### src/rtl/uart_msg_sequencer.sv
// Walks the message ROM from address 0 to MSG_LEN-1 and streams each byte over valid/ready.
// Optional NUL-terminated messages: define UART_MSG_SEQ_NUL_TERM_EN.
//
// state | meaning
// IDLE  | waiting for start_i
// ADDR  | ROM samples rom_addr_o
// LATCH | registered ROM byte captured into tx_data_o
// SEND  | byte presented, waiting for handshake
// DONE  | one-cycle done_o pulse
module uart_msg_sequencer #(
  parameter int ADDR_WIDTH = 10,
  parameter int MSG_LEN    = 512,
  parameter bit REPEAT     = 1'b0
) (
  input  logic                  clock,
  input  logic                  rst_n,
  input  logic                  start_i,
  output logic [ADDR_WIDTH-1:0] rom_addr_o,
  input  logic [7:0]            rom_data_i,
  output logic [7:0]            tx_data_o,
  output logic                  tx_valid_o,
  input  logic                  tx_ready_i,
  output logic                  busy_o,
  output logic                  done_o,
  output logic [ADDR_WIDTH:0]   count_o
);

  localparam logic [ADDR_WIDTH-1:0] LAST_ADDR = ADDR_WIDTH'(MSG_LEN - 1);
  localparam logic [ADDR_WIDTH:0]   COUNT_MAX = (ADDR_WIDTH + 1)'(MSG_LEN);

  typedef enum logic [2:0] {IDLE, ADDR, LATCH, SEND, DONE} state_t;

  state_t state, state_nxt;
  logic   handshake;
  logic   last_addr;
  logic   nul_byte;

  assign handshake = (state == SEND) && tx_valid_o && tx_ready_i;
  assign last_addr = (rom_addr_o == LAST_ADDR);

`ifdef UART_MSG_SEQ_NUL_TERM_EN
  assign nul_byte = (rom_data_i == 8'h00);
`else
  assign nul_byte = 1'b0;
`endif

  assign busy_o = (state == ADDR) || (state == LATCH) || (state == SEND);
  assign done_o = (state == DONE);

  always_ff @(posedge clock or negedge rst_n) begin
    if (!rst_n) state <= IDLE;
    else        state <= state_nxt;
  end

  always_comb begin
    state_nxt = state;
    case (state)
      IDLE:  if (start_i) state_nxt = ADDR;
      ADDR:  state_nxt = LATCH;
      LATCH: begin
        if (nul_byte) state_nxt = REPEAT ? ADDR : DONE;
        else          state_nxt = SEND;
      end
      SEND: begin
        if (handshake) state_nxt = (last_addr && !REPEAT) ? DONE : ADDR;
      end
      DONE:    state_nxt = IDLE;
      default: state_nxt = IDLE;
    endcase
  end

  always_ff @(posedge clock or negedge rst_n) begin
    if (!rst_n) begin
      rom_addr_o <= '0;
      tx_data_o  <= '0;
      tx_valid_o <= 1'b0;
      count_o    <= '0;
    end else begin
      case (state)
        IDLE: begin
          if (start_i) begin
            rom_addr_o <= '0;
            count_o    <= '0;
          end
        end
        LATCH: begin
          // A NUL ends the message without presenting or counting it
          if (nul_byte) begin
            if (REPEAT) rom_addr_o <= '0;
          end else begin
            tx_data_o  <= rom_data_i;
            tx_valid_o <= 1'b1;
          end
        end
        SEND: begin
          if (handshake) begin
            tx_valid_o <= 1'b0;
            if (REPEAT || (count_o != COUNT_MAX)) count_o <= count_o + 1'b1;
            if (!last_addr)  rom_addr_o <= rom_addr_o + 1'b1;
            else if (REPEAT) rom_addr_o <= '0;
          end
        end
        default: ;
      endcase
    end
  end

endmodule

### config.mk
export PLATFORM = sky130hd
export DESIGN_NAME = uart_msg_sequencer
export DESIGN_NICKNAME = d
export VERILOG_FILES = /design/src/rtl/uart_msg_sequencer.sv
export SDC_FILE = /design/constraint.sdc
export NUM_CORES = 1
export LEC_CHECK = 0
export CORE_MARGIN = 2
export CORE_UTILIZATION = 40
export DETAILED_ROUTE_END_ITERATION = 8
export GPL_ROUTABILITY_DRIVEN = 0
export PLACE_DENSITY_LB_ADDON = 0.3
export SLEW_MARGIN = 20
export SYNTH_ARGS = -nofsm -noshare
export SYNTH_HDL_FRONTEND = slang
export SYNTH_SLANG_ARGS = --single-unit
export TNS_END_PERCENT = 100
### constraint.sdc
create_clock -name clock -period 1.7 [get_ports clock]
set_clock_uncertainty 0.2 [all_clocks]
set_input_delay 0.51 -clock clock [delete_from_list [all_inputs] [get_ports clock]]
set_output_delay 0.51 -clock clock [all_outputs]
set_load 0.02 [all_outputs]
==> impl_metrics.py, run 1 <==
metrics = {
    "yosys": {
        "async_reset_ff_frac": 1.00,
        "syn-num-nets": 184,
        "syn_area_um2": 1750,
        "ys_dominant_reg_cell": "dfrtp_1",
        "synth_cell_types": 46,
        "synth_edf_count": 0,
        "syn_inst": 169,
        "avgSynthCellArea_um2": 10.4,
        "ys_warn_count": 0,
        "yosys_register_bits": 33,
        "synth-seq-area-share": 0.471,
    },
    "final_layout": {
        "fin_util": 0.697,
        "syn_to_final_growth_pct": 70.6,
        "postLayoutCellArea_um2": 2990,
        "mostFrequentLayoutCells": "buf_4 (39), buf_6 (29), dfrtp_1 (26)",
        "num-nets-final": 286,
        "layout-drive-gt1-share": 0.526,
        "antenna_cells": 0,
        "multiInputGateArea_um2": 1080,
        "final_common_cell": "buf_4",
        "seqCellArea_um2": 835,
        "nFillCells": 342,
    },
    "timing": {
        "final_max_slew_viol_count": 0,
        "max_slew_margin": 0.810,
        "finalHoldViolations": 0,
        "clock.fmax_ghz": 0.516,
        "period_needed_ns": 1.94,
        "worst_pin_slew_ns": 0.282,
        "timing.setup.tns_ns": -2.44,
        "min_period_over_period": 1.14,
        "finalSetupViolCount": 18,
        "rsz0062_at_grt": "true",
        "setup_slack_ns": -0.239,
    },
    "floorplan": {
        "core.rowCount": 24,
        "dieHeight_um": 70.2,
        "die-area_um2": 4930,
        "fp.dieW_um": 70.2,
        "coreArea_um2": 4290,
        "io_pins": 44,
        "start_util": 0.409,
    },
    "setup_path": {
        "reg2reg_slack_ns": -0.24,
        "critPathArrivalTime_ns": 1.95,
        "rr_worst_depth": 6,
        "timing.rr.end": "count_o[5]$_DFFE_PN0P_",
        "cp-end-kind": "flop",
        "crit_start": "count_o[4]$_DFFE_PN0P_",
        "crit_required_ns": 1.71,
        "cp_max_fo": 7,
        "worstSetupStartpointType": "flop",
        "rr_startpoint": "count_o[4]$_DFFE_PN0P_",
        "critical_path_class": "reg -> reg",
        "critPathCapture": "count_o[5]$_DFFE_PN0P_",
    },
    "clock_tree": {
        "cts_max_level": 2,
        "clk-insertion-delay-late_ns": 0.30,
        "hold_buffers": 0,
        "cts_tree": "done",
        "clockBufferDepth": 2,
        "cts_inserted_buffers": 5,
        "path_clk_slew_ns": 0.07,
        "cts.sink_count": 33,
        "root_buffer": "clkbuf_8",
    },
    "drt": {
        "routed_wl_um": 5450,
        "vias": 1794,
        "drt_first_pass_iters": 4,
        "drtIter0Drc": 165,
        "drt-wirelength-per-cell_um": 16.8,
        "viasPerCell": 5.54,
        "ant_nets": 0,
        "drc": 0,
    },
    "place": {
        "place_area_um2": 2630,
        "preCtsSetupSlack_ns": -0.531,
        "dp_hpwl_um": 3360,
        "placement.io_buffers": 43,
    },
    "grt": {
        "antenna_found_initial": 0,
        "overflow": 0,
        "grt_pass1_wl_um": 8250,
        "grt_pass1_vias": 1711,
        "grt_start_max_net_pins": 34,
        "grt_use_total": 0.213,
    },
    "power": {
        "ir_drop_mv": 0.587,
        "leakage_nw": 1.34,
        "power.density_nw_per_um2": 1370,
    },
    "status": {
        "status": "complete, but fails checks",
        "violations": "negative setup slack",
    },
    "flow_run": {
        "maxCapViolCount": 0,
    },
    "worst_hold_path": {
        "min_path_type": "reg -> reg",
    },
}
-- metrics by stage --
step	power (mW)	cells	hold WS [ns]
6_report	4.09	324	0.296
3_3_place_gp	3.16	304	0.290
3_5_place_dp	3.19	304	0.296
5_1_grt	4.33	324	0.322
4_1_cts	3.82	316	0.307
2_1_floorplan	2.22	169	0.0144
-- synthesized netlist by cell type, types with 3 or more instances --
| cell type | number | share of area |
|---|---|---|
| nor3_1 | 3 | 0.0086 |
| nor3b_1 | 3 | 0.013 |
| nor2_1 | 7 | 0.015 |
| and3_1 | 5 | 0.018 |
| a21oi_1 | 11 | 0.031 |
| dfrtp_1 | 33 | 0.47 |
| nand3_1 | 8 | 0.023 |
| nand2_1 | 17 | 0.036 |
| o21ai_0 | 6 | 0.017 |
| inv_1 | 3 | 0.0064 |
| a41oi_1 | 4 | 0.020 |
| o31ai_1 | 5 | 0.021 |
| mux2_2 | 8 | 0.051 |
| ha_1 | 3 | 0.021 |
| a31oi_1 | 11 | 0.039 |
-- worst max-delay path, cell delays in order, from the launching register on --
cell and delay, ns:
dfrtp_2 0.43, or4b_4 0.53, buf_4 0.16, nor4_4 0.13
buf_6 0.17, nor2_4 0.06, a31oi_1 0.18
-- power breakdown --
group / switching [mW] / internal [mW]
Sequential: 0.184 / 1.01
Clock: 0.295 / 0.330
Combinational: 1.13 / 1.14
Total: 1.60 / 2.48
-- sequential cells by signal, summed over array words and instances (netlist names) --
signal	flops
tx_data_o	8
state	3
rom_addr_o	10
count_o	11
tx_valid_o	1
-- area by class of cell --
class,instances,share of cell area
inverter,3,0.00376
timing repair buffer,102,0.304
sequential,33,0.279
clock buffer,8,0.0301
multi-input combinational,126,0.362
tap,52,0.0217
-- logic make-up (layout without fill, tap and decap cells) --
group | after synthesis | after routing | share of synthesized area
muxes | 10 | 10 | 0.0628
buffers and inverters | 10 | 113 | 0.0371
DFF | 33 | 33 | 0.471
and+or+nand+nor | 63 | 63 | 0.216
adders and majority gates | 3 | 3 | 0.0214
AOI/OAI and AO/OA | 50 | 50 | 0.192
-- worst min-delay path by stage --
stage	start	to	slack (ns)	cells past startpoint
finish	count_o[0]$_DFFE_PN0P_	count_o[0]$_DFFE_PN0P_	0.30	1
global route	count_o[0]$_DFFE_PN0P_	count_o[0]$_DFFE_PN0P_	0.32	1
CTS	tx_data_o[1]$_DFFE_PN0P_	tx_data_o[1]$_DFFE_PN0P_	0.31	1
detailed placement	tx_data_o[6]$_DFFE_PN0P_	tx_data_o[6]$_DFFE_PN0P_	0.30	1
global placement	tx_data_o[5]$_DFFE_PN0P_	tx_data_o[5]$_DFFE_PN0P_	0.29	1
floorplan	rst_n	count_o[0]$_DFFE_PN0P_	0.01	0
-- routing by layer --
metal  track usage  share of wire  up-vias
met5             0              0        -
met4        0.0919          0.026        0
met3        0.0491          0.056       12
met2         0.348           0.50       61
met1         0.268           0.42      870
li1              -              -      851
-- repair_timing --
action / in CTS / in global routing
pin swaps: 18 / 18
resized for setup: 137 / 58
endpoints found under the setup margin: 54 / 48
buffers inserted: 5 / 12
(Power assumes the default switching activity.)
==> run 2, diff against run 1 <==
CELL_PAD_IN_SITES_DETAIL_PLACEMENT = 1   (was not set)
CELL_PAD_IN_SITES_GLOBAL_PLACEMENT = 1   (was not set)
CORE_UTILIZATION = 34   (was 40)
CTS_BUF_LIST = sky130_fd_sc_hd__clkbuf_16   (was not set)
==> impl_metrics.py, run 2 (synthesis gave the netlist of run 1 again) <==
metrics = {
    "grt": {
        "antenna_found_initial": 0,
        "grt_pass1_wl_um": 9800,
        "grt_use_total": 0.232,
        "overflow": 0,
        "grt_pass1_vias": 1904,
        "grt_start_max_net_pins": 34,
    },
    "floorplan": {
        "io_pins": 44,
        "dieHeight_um": 75.8,
        "fp.dieW_um": 75.8,
        "start_util": 0.348,
        "coreArea_um2": 5040,
        "core.rowCount": 26,
        "die-area_um2": 5750,
    },
    "power": {
        "power.density_nw_per_um2": 1480,
        "intPower_mw": 2.91,
        "p_comb_frac": 0.490,
        "ir_drop_mv": 0.855,
        "p_seq_frac": 0.255,
        "pwr-share-clk": 0.255,
        "leakage_nw": 1.42,
        "p_sw_frac": 0.380,
        "switching_power_mw": 1.79,
    },
    "place": {
        "dp.cells": 319,
        "dp_hpwl_um": 4140,
        "placement.io_buffers": 43,
    },
    "timing": {
        "final_max_slew_viol_count": 0,
        "clock.fmax_ghz": 0.505,
        "finalSetupViolCount": 19,
        "max_slew_margin": 0.767,
        "worst_pin_slew_ns": 0.344,
        "period_needed_ns": 1.98,
        "timing.setup.tns_ns": -2.96,
        "rsz0062_at_grt": "true",
        "min_period_over_period": 1.16,
        "setup_slack_ns": -0.279,
        "finalHoldViolations": 0,
    },
    "drt": {
        "ant_nets": 0,
        "drt-wirelength-per-cell_um": 20.1,
        "drc": 0,
        "routed_wl_um": 6970,
        "drtIter0Drc": 56,
        "drt_first_pass_iters": 4,
        "viasPerCell": 5.50,
        "vias": 1903,
    },
    "final_layout": {
        "largest_reg_flops": 11,
        "syn_to_final_growth_pct": 80.8,
        "mostFrequentLayoutCells": "buf_4 (49), dfrtp_1 (26), buf_6 (20)",
        "layout.cells.non_filler": 346,
        "antenna_cells": 0,
        "layout-drive-gt1-share": 0.551,
        "reg.largest.list": "count_o x11, rom_addr_o x10, tx_data_o x8",
        "multiInputGateArea_um2": 1110,
        "seqCellArea_um2": 835,
        "largest-register": "count_o",
        "nFillCells": 549,
        "final_common_cell": "buf_4",
        "num-nets-final": 290,
    },
    "setup_path": {
        "worstSetupStartpointType": "flop",
        "cp_max_fo": 7,
        "critPathArrivalTime_ns": 1.94,
        "cp-end-kind": "flop",
        "crit_required_ns": 1.66,
        "critical_path_class": "reg -> reg",
    },
    "clock_tree": {
        "cts.sink_count": 33,
        "clk-insertion-delay-late_ns": 0.28,
        "cts_inserted_buffers": 5,
        "root_buffer": "clkbuf_16",
        "clockBufferDepth": 2,
        "cts_tree": "done",
        "cts_max_level": 2,
        "path_clk_slew_ns": 0.06,
    },
    "status": {
        "status": "complete, but fails checks",
        "violations": "negative setup slack",
    },
    "flow_run": {
        "maxCapViolCount": 0,
    },
    "worst_hold_path": {
        "min_path_type": "reg -> reg",
    },
}
[run 2: changes by cell type in the layout (fill, tap and decap cells not counted), moves of 3 or more]
| cell | change |
|---|---|
| clkbuf_8 | -6 |
| buf_6 | -9 |
| clkdlybuf4s15_2 | +3 |
| clkdlybuf4s15_1 | +3 |
| mux2_2 | +6 |
| buf_4 | +10 |
| mux2_4 | -6 |
| clkbuf_16 | +5 |
| o31ai_1 | -3 |
[run 2: metal layers]
metal,GRT usage,part of all wire,vias up
li1,-,-,856
met1,0.287,0.42,969
met2,0.407,0.52,62
met3,0.0476,0.041,16
met4,0.0643,0.019,0
met5,0,0,-
[run 2: critical path, stage by stage (launching register included)]
cell     delay (ns)
dfrtp_2        0.42
or4_4          0.54
nor4_4         0.33
buf_4          0.19
nor2_4         0.06
mux2i_1        0.12
[run 2: area by class of cell]
| cell class | count | share of cell area |
|---|---|---|
| clock buffers | 5 | 0.0394 |
| well taps | 70 | 0.0276 |
| inverters | 3 | 0.00355 |
| repair buffers | 106 | 0.295 |
| flip-flops and latches | 33 | 0.263 |
| clock inverters | 3 | 0.0205 |
| multi-input cells | 126 | 0.351 |
[run 2: power by group through the flow]
stage,logic [mW],clock network [mW],registers (mW)
final,2.30,1.20,1.20
after global routing,2.47,1.24,1.22
after CTS,2.13,1.20,1.19
after detailed placement,2.04,0,1.20
after global placement,1.95,0,1.18
after floorplan,0.730,0,1.49
[run 2: final timing paths]
path / startpoint / endpoint / slack (ns) / depth (start not counted)
min: tx_data_o[1]$_DFFE_PN0P_ / tx_data_o[1]$_DFFE_PN0P_ / 0.31 / 1
max reg2reg: count_o[8]$_DFFE_PN0P_ / count_o[1]$_DFFE_PN0P_ / -0.28 / 5
max in group asynchronous: rst_n / rom_addr_o[1]$_DFFE_PN0P_ / 0.70 / 2
min reg2reg: tx_data_o[1]$_DFFE_PN0P_ / tx_data_o[1]$_DFFE_PN0P_ / 0.31 / 1
min in group asynchronous: rst_n / rom_addr_o[5]$_DFFE_PN0P_ / 0.40 / 2
max: count_o[8]$_DFFE_PN0P_ / count_o[1]$_DFFE_PN0P_ / -0.28 / 5
[run 2: through the flow]
| step | total power [mW] | setup slack, ns | util | hold slack [ns] | instance area [um2] |
|---|---|---|---|---|---|
| floorplan | 2.22 | -0.241 | - | 0.0144 | 1820 |
| global placement | 3.13 | -0.520 | 0.519 | 0.288 | 2620 |
| detailed placement | 3.24 | -0.602 | 0.519 | 0.300 | 2620 |
| CTS | 4.51 | -0.239 | 0.596 | 0.307 | 3000 |
| global route | 4.93 | -0.337 | 0.629 | 0.320 | 3170 |
| finish | 4.70 | -0.279 | 0.629 | 0.306 | 3170 |
[run 2: timing repair]
action | CTS | global route
pin swaps | 17 | 10
setup buffers | 12 | 9
cloned | 0 | 0
resized for setup | 130 | 45
setup endpoints to repair | 54 | 49
hold buffers | 0 | 0
